<file path="config.mk">
export PLATFORM = sky130hd
export DESIGN_NAME = botao_arbitro
export DESIGN_NICKNAME = d
export VERILOG_FILES = /design/src/rtl/botao_arbitro.sv
export SDC_FILE = /design/constraint.sdc
export NUM_CORES = 1
export LEC_CHECK = 0
export ABC_AREA = 1
export CORE_MARGIN = 1
export CORE_UTILIZATION = 48
export CTS_BUF_LIST = sky130_fd_sc_hd__clkbuf_2 sky130_fd_sc_hd__clkbuf_4 sky130_fd_sc_hd__clkbuf_8
export CTS_CLUSTER_DIAMETER = 200
export DETAILED_ROUTE_END_ITERATION = 10
export PLACE_DENSITY = 0.71
export RECOVER_POWER = 25
export SKIP_CTS_REPAIR_TIMING = 1
export SLEW_MARGIN = 30
export SYNTH_ARGS = -nofsm -noshare
export SYNTH_HDL_FRONTEND = slang
export SYNTH_SLANG_ARGS = --single-unit
</file>
<file path="constraint.sdc">
create_clock -name clk -period 1.15 [get_ports clk]
set_input_delay 0.23 -clock clk [delete_from_list [all_inputs] [get_ports clk]]
set_output_delay 0.23 -clock clk [all_outputs]
set_load 0.01 [all_outputs]
</file>
<file path="src/rtl/botao_arbitro.sv">
// botao_arbitro: round-robin arbiter for three debounced push-buttons.
// Each press latches a pending flag. A single command at a time goes to the
// game FSM through a valid/ready handshake. After each accepted command there
// is a lockout of COOLDOWN cycles. A press on a button that is already
// pending is dropped and reported.
//
// Ports:
//   clk        system clock (rising edge)
//   rst_n      synchronous active-low reset
//   pulso_in   one-cycle press pulses, bit i = button i
//   cmd_ready  game FSM accepts cmd_id this cycle
//   cmd_valid  cmd_id holds a pending command
//   cmd_id     granted button index 0..2
//   ocupado    high whenever the arbiter is not idle
//   descartado one-cycle pulse when one or more presses were dropped
module botao_arbitro #(
  parameter int unsigned COOLDOWN = 255
) (
  input  logic       clk,
  input  logic       rst_n,
  input  logic [2:0] pulso_in,
  input  logic       cmd_ready,
  output logic       cmd_valid,
  output logic [1:0] cmd_id,
  output logic       ocupado,
  output logic       descartado
);

  typedef enum logic [1:0] {OCIOSO, ENVIA, ESPERA} state_t;

  localparam logic [7:0] CD_LOAD = 8'(COOLDOWN);

  state_t     state_q, state_d;
  logic [2:0] pending_q, pending_d;
  logic [1:0] last_q, last_d;
  logic [7:0] cnt_q, cnt_d;
  logic       valid_q, valid_d;
  logic [1:0] id_q, id_d;
  logic       desc_q, desc_d;

  logic       handshake;
  logic [2:0] clear;
  logic [2:0] drop;
  logic [2:0] req;

  // Search starts one past the last accepted index and wraps modulo 3.
  function automatic logic [1:0] rr_pick(input logic [2:0] r, input logic [1:0] lst);
    logic [1:0] idx;
    logic       found;
    rr_pick = '0;
    found   = 1'b0;
    idx     = (lst == 2'd2) ? 2'd0 : lst + 2'd1;
    for (int unsigned k = 0; k < 3; k++) begin
      if (!found && r[idx]) begin
        rr_pick = idx;
        found   = 1'b1;
      end
      idx = (idx == 2'd2) ? 2'd0 : idx + 2'd1;
    end
  endfunction

  always_comb begin
    state_d   = state_q;
    last_d    = last_q;
    cnt_d     = cnt_q;
    valid_d   = valid_q;
    id_d      = id_q;

    handshake = (state_q == ENVIA) && valid_q && cmd_ready;
    clear     = handshake ? (3'b001 << id_q) : 3'b000;
    // A press on the edge its flag is being cleared re-arms it instead of dropping.
    drop      = pulso_in & pending_q & ~clear;
    pending_d = (pending_q & ~clear) | pulso_in;
    desc_d    = |drop;
    req       = pending_q | pulso_in;

    unique case (state_q)
      OCIOSO: begin
        if (|req) begin
          state_d = ENVIA;
          id_d    = rr_pick(req, last_q);
          valid_d = 1'b1;
        end
      end
      ENVIA: begin
        if (handshake) begin
          last_d  = id_q;
          valid_d = 1'b0;
          cnt_d   = CD_LOAD;
          state_d = ESPERA;
        end
      end
      ESPERA: begin
        cnt_d = cnt_q - 8'd1;
        if (cnt_q == 8'd1) state_d = OCIOSO;
      end
      default: state_d = OCIOSO;
    endcase
  end

  always_ff @(posedge clk) begin
    if (!rst_n) begin
      state_q   <= OCIOSO;
      pending_q <= '0;
      last_q    <= 2'd2;
      cnt_q     <= '0;
      valid_q   <= 1'b0;
      id_q      <= '0;
      desc_q    <= 1'b0;
    end else begin
      state_q   <= state_d;
      pending_q <= pending_d;
      last_q    <= last_d;
      cnt_q     <= cnt_d;
      valid_q   <= valid_d;
      id_q      <= id_d;
      desc_q    <= desc_d;
    end
  end

  assign cmd_valid  = valid_q;
  assign cmd_id     = id_q;
  assign ocupado    = (state_q != OCIOSO);
  assign descartado = desc_q;

endmodule

</file>
==> impl_results.md <==
* Die Area at roughly 2200 um^2
* Area Growth Syn to Fin at 65.3%
* R2R Path Start: state_q[1]
* Worst slew margin at between 80% and 90%
* Die width at 47.4 um
* CTS tree: done
* RD Place Congestion at slightly below 0.8
* Vias per cell at roughly 5.5
* Critical path required time at around 1.4 ns
* # H-tree levels at 1
* Period utilization at 113%
* Outcome: finished, violations left
* Most used cell, CP: nand3_2
* Synth warn at 0
* Peak fanout along the critical path at 4
* N_diodes at 0
* Vias in the first global route at about 830
* CP peak stage delay at 0.38 ns
* Routing usage on met3 at under 10%
* Max rail drop VDD at 791 uV
* Core area at approximately 1900 um^2
* Worst setup margin at -0.152 ns
* Mapped Cells at 147
* Crit. End Element: flip-flop
* Initial antenna violation count at 0
* Die height at 47.4 um
* Sequential share of the synthesized area at 38.5%
* Commonest non-fill, non-tap cell in the layout: buf_4
* Startpoint types: flip-flop
* Met2 GRT Util at roughly a third
* Skew final at around 0.0027 ns
* Clock transition at the registers of the reported paths at ~0.11 ns
* Cell taking the most area after synthesis: dfxtp_1
* GRT Resource Usage Total at 22.9%
* Max clock buf depth at 2
* Distinct cells, synth at 23
* Critical path type: reg -> reg
* Row count at 16
* Routed WL at between 3 and 4 mm
* Worst slew pin tran at ~0.25 ns
* Share of cells above drive strength 1 at 47.9%
* Core Util, Final at roughly 84%
* Highest clock rate at 0.768 GHz
* Port buffer count at 10
* Tmin final at approximately 1.3 ns
* WL/cell at approximately 15 um
* CP max-delay cell: dfxtp_4
* Ports at 11
* Gr ovfl total at 0
* Cell area after synthesis at between 900 and 1000 um^2
* First-pass detailed-route iteration total at 4
* TritonCTS Buffers at 3
* Clock root buffer master: clkbuf_4
* Synth top area share at around 39%
* Crit. Startpoint: state_q[1]
* Worst path cell trace: inv_4 -> nand2_4 -> nor3_4 -> buf_6 -> nand3_2 -> nand3_2 -> nand3_1 -> nand2_1 -> inv_1
* Nets@finish at 197
* Hold Slack at a little under 0.3 ns
* Dpl hpwl at ~1.7 mm
* Met1 usage at between 30% and 40%
* DRC errors left at 0
* Lkg Pwr at 0.000788 uW
* Crit path DAT at 1.51 ns
* Max-Cap Viols at 0
* Antenna-violating nets left at 0
* Crit path capture: descartado
* Pwr/cell area at between 1000 and 1500 nW/um^2
* Pin count of the biggest net entering global routing at 11
* Starting density of the core at 50.8%
* Synth top area cells: dfxtp_1, inv_1, nand2_1
* Worst R2R Path Depth at 9
* Final setup fails at 14
* Violated checks: setup timing
* Commonest cells after routing, fill and taps aside: buf_4, inv_1, nand2_1
* Via count at 1180
* FF-to-FF setup slack at -0.15 ns
* Register bit total from synthesis at 19
* DR iter-0 viols at 25
* GRT busiest layer: met2
* Fin. Hold Viols at 0
* # clock sinks at 19
* Synthesized net count at 155
* Syn Area/Cell at ~6.7 um^2
* Tightest Hold Check Type: in -> reg
* Final Max Slew Viols at 0
* Clock latency on the worst-skew pair at 0.30 ns
* First-pass GRT wire length at 3.53 mm
* Unrepaired setup endpoints after global routing: yes
* Reg2reg end: descartado
cell type report:
cell class | count | area (um^2)
fillers | 119 | 310
flip-flops and latches | 19 | 402
well taps | 27 | 33.8
multi-input cells | 97 | 694
clock buffers | 4 | 30.0
inverters | 28 | 115
repair buffers | 40 | 357
flip-flops by register name, summed over array words and instances (netlist names):
name	flops
cnt_q	8
cmd_id	2
descartado	1
pending_q	3
last_q	2
cmd_valid	1
state_q	2
per-layer routing:
metal	wire, um	up-vias	share of wire (%)
met4	161	0	4.9
met1	1270	547	39
met3	259	17	7.9
met2	1580	59	48
met5	0	-	0
li1	-	557	-
cells in the mapped netlist:
| cell type | number |
|---|---|
| inv_1 | 27 |
| nand2_1 | 26 |
| dfxtp_1 | 19 |
| nor2_1 | 18 |
| nand3_1 | 16 |
| a21oi_1 | 12 |
| o21ai_0 | 8 |
| nand4_1 | 4 |
| ha_1 | 2 |
| o211ai_1 | 2 |
| a211o_1 | 1 |
| a31oi_1 | 1 |
| buf_2 | 1 |
| clkbuf_1 | 1 |
| clkbuf_2 | 1 |
| inv_2 | 1 |
| nand2_2 | 1 |
| nand3b_1 | 1 |
| nor2_4 | 1 |
| nor3_4 | 1 |
| o22ai_1 | 1 |
| or2_2 | 1 |
| xor2_1 | 1 |
worst min-delay path by stage:
stage / start / endpoint / slack (ns) / cells after the start
after detailed placement: cnt_q[6] / cnt_q[6] / 0.43 / 1
final: pulso_in[0] / pending_q[0] / 0.30 / 3
after CTS: cnt_q[6] / cnt_q[6] / 0.45 / 1
after floorplan: pulso_in[0] / pending_q[0] / 0.35 / 2
after global routing: pulso_in[0] / pending_q[0] / 0.31 / 3
after global placement: cnt_q[6] / cnt_q[6] / 0.42 / 1
power by group:
group,internal (uW),switching (uW),total (uW)
combinational,253,294,547
sequential,712,54.2,766
clock,159,213,372
critical path, delay by kind of cell, from the launching register on:
family	cells	cell delay [ns]
buf+inv	3	0.28
flops	1	0.38
simple gates	6	0.55
per-stage QoR:
stage               setup TNS (ns)  setup slack, ns  power (uW)  cell area [um^2]  std cells
floorplan                   -0.233          -0.0794         973               988        147
global placement             -5.70           -0.392        1160              1300        206
detailed placement           -6.23           -0.450        1170              1300        206
CTS                          -2.87           -0.423        1530              1330        210
global route                 -1.53           -0.195        1770              1630        215
finish                      -0.630           -0.152        1680              1630        215
cell families after synthesis:
| logic type | Yosys count | synth area share, % |
|---|---|---|
| and+or+nand+nor | 69 | 32.2 |
| xor gates and xnor gates | 1 | 0.887 |
| AOI/OAI and AO/OA | 25 | 13.8 |
| adders and majority gates | 2 | 2.53 |
| buffers and inverters | 31 | 12.0 |
| DFF | 19 | 38.5 |
Power figures use the tool's default switching activity.
==> RTL edit: new RTL, config.mk and constraints unchanged <==
Make the reset (`rst_n`) asynchronous in one clocked block. Comments in the files are not updated.
--- a/src/rtl/botao_arbitro.sv
+++ b/src/rtl/botao_arbitro.sv
@@ -98,7 +98,7 @@
     endcase
   end
 
-  always_ff @(posedge clk) begin
+  always_ff @(posedge clk or negedge rst_n) begin
     if (!rst_n) begin
       state_q   <= OCIOSO;
       pending_q <= '0;
Formal check against the unedited RTL: differs if rst_n is asserted again (counterexample within 4 cycles, from zero or initial values and one cycle with rst_n low); with rst_n held inactive, the same outputs for 10 cycles.
==> RTL edit against the original RTL <==
  * Worst setup slack got worse by 0.053 ns
  * Count of clock-buffer cells in the layout did not move
  * Fmax down 3.9%
  * Design area is 1.7% lower
  * Highest routed layer unchanged
  * Sequential cell count stayed put
  * Routed wire length shrank 18%
  * The run still ends with negative setup slack left
  * Area after synthesis rose by 6.8%
Power is not compared: it rests on default switching activity, and its combinational part moved more than twofold at a synthesized area within 25%.
==> RTL edit: results <==
metrics = {
    "placed_design": {
        "hpwl_mm": 1.73,
        "dpl.cell_count": 192,
        "globalplace.congestion": 0.748,
        "port_buffers": 10,
        "place_ws_ns": -0.436,
    },
    "layout": {
        "layout-drive-gt1-share": 0.460,
        "layout.cells.non_filler": 203,
        "fillCellCount": 126,
    },
    "logic_synthesis": {
        "yosysSeqAreaShare": 0.452,
        "ys_top_cells_by_count": "nand2_1 (26), dfrtp_1 (18), inv_1 (16)",
        "async_flop_share": 1.00,
        "synth.top_cells.by_area": "dfrtp_1 (43%), nand2_1 (9.3%), inv_1 (5.7%)",
        "synth_nets": 140,
        "synth.avg_cell_area_um2": 7.99,
        "yosysUniqueCellTypes": 26,
        "synth_ff_type": "dfrtp_1",
    },
    "cts": {
        "cts_buffers": 3,
        "path_clk_slew_ns": 0.12,
        "clockRootBuffer": "clkbuf_4",
    },
    "global_route": {
        "use_met2": 0.361,
        "antenna_found_initial": 0,
        "grtUsageMet3": 0.0343,
        "grt_pass1_wl_mm": 4.04,
        "met1_usage": 0.298,
        "grt_usage": 0.223,
        "grt_pass1_vias": 920,
        "grt_start_max_net_pins": 20,
    },
    "status": {
        "violations": "negative setup slack",
        "outcome": "finished with violations",
    },
    "sta": {
        "finalSetupViolations": 17,
        "slew_viol_final": 0,
        "tns_ns": -2.43,
        "maxSlewHeadroom": 0.685,
        "finalClockSkew_ns": 0.00852,
        "setup_slack_ns": -0.205,
    },
    "route": {
        "route.met2.wl_mm": 1.35,
        "dr.pass1.iters": 4,
        "met3WireLength_um": 63,
        "routed_wl_mm": 2.68,
        "drt_iter0_markers": 32,
        "m1WireLength_mm": 1.20,
        "vias": 1039,
    },
    "setup_path": {
        "arrival_ns": 1.55,
        "reg2regPathDepth": 6,
        "cpPeakStageDelay_ns": 0.40,
        "reg2reg_from": "cmd_valid",
        "crit_slowest_cell": "dfrtp_1",
        "setup.worst_path.end": "pending_q[1]",
        "crit_path_max_fanout": 3,
    },
    "min_path": {
        "hold_class": "input port to asynchronous set/reset pin",
    },
    "pwr": {
        "p_leak_nw": 0.778,
    },
}
-- RTL edit: through the flow --
step	total power, mW	area [µm²]
3_3_place_gp	2.38	1380
2_1_floorplan	1.80	1070
6_report	3.31	1600
3_5_place_dp	2.45	1380
5_1_grt	3.52	1600
4_1_cts	2.82	1410
-- RTL edit: power groups by stage --
stage / combinational, mW / sequential [mW] / clock (mW)
2_1_floorplan: 0.761 / 1.03 / 0
3_3_place_gp: 1.36 / 1.02 / 0
4_1_cts: 1.44 / 1.01 / 0.370
5_1_grt: 2.02 / 1.09 / 0.400
6_report: 1.86 / 1.06 / 0.381
3_5_place_dp: 1.43 / 1.02 / 0
-- RTL edit: cells by family (layout without fill, tap and decap cells) --
group / after synthesis / count (layout) / synth area share
fa+ha+maj: 2 / 2 / 0.0237
buf+inv: 24 / 68 / 0.0996
flops: 19 / 19 / 0.452
compound gates: 19 / 19 / 0.107
simple gates: 68 / 68 / 0.318
-- RTL edit: worst min-delay path by stage --
stage | end | slack (ns) | cells after the start
floorplan | cmd_id[0] | -0.07 | 0
global placement | cnt_q[7] | 0.46 | 1
detailed placement | cnt_q[7] | 0.46 | 1
CTS | cmd_valid | 0.25 | 2
global route | cnt_q[4] | 0.45 | 2
finish | cnt_q[4] | 0.38 | 2
-- RTL edit: area by class of cell --
| type | instances | area share |
|---|---|---|
| clock buffer | 4 | 0.0187 |
| inverter | 22 | 0.0562 |
| multi-input combinational | 89 | 0.383 |
| sequential | 19 | 0.298 |
| tap | 27 | 0.0211 |
| timing repair buffer | 42 | 0.223 |
-- RTL edit: worst reg2reg max path: stages (launching register included) --
cell	delay [ns]
dfrtp_1	0.40
buf_6	0.12
inv_4	0.03
nor3_4	0.20
nand2_1	0.10
o21a_1	0.18
or2_1	0.21
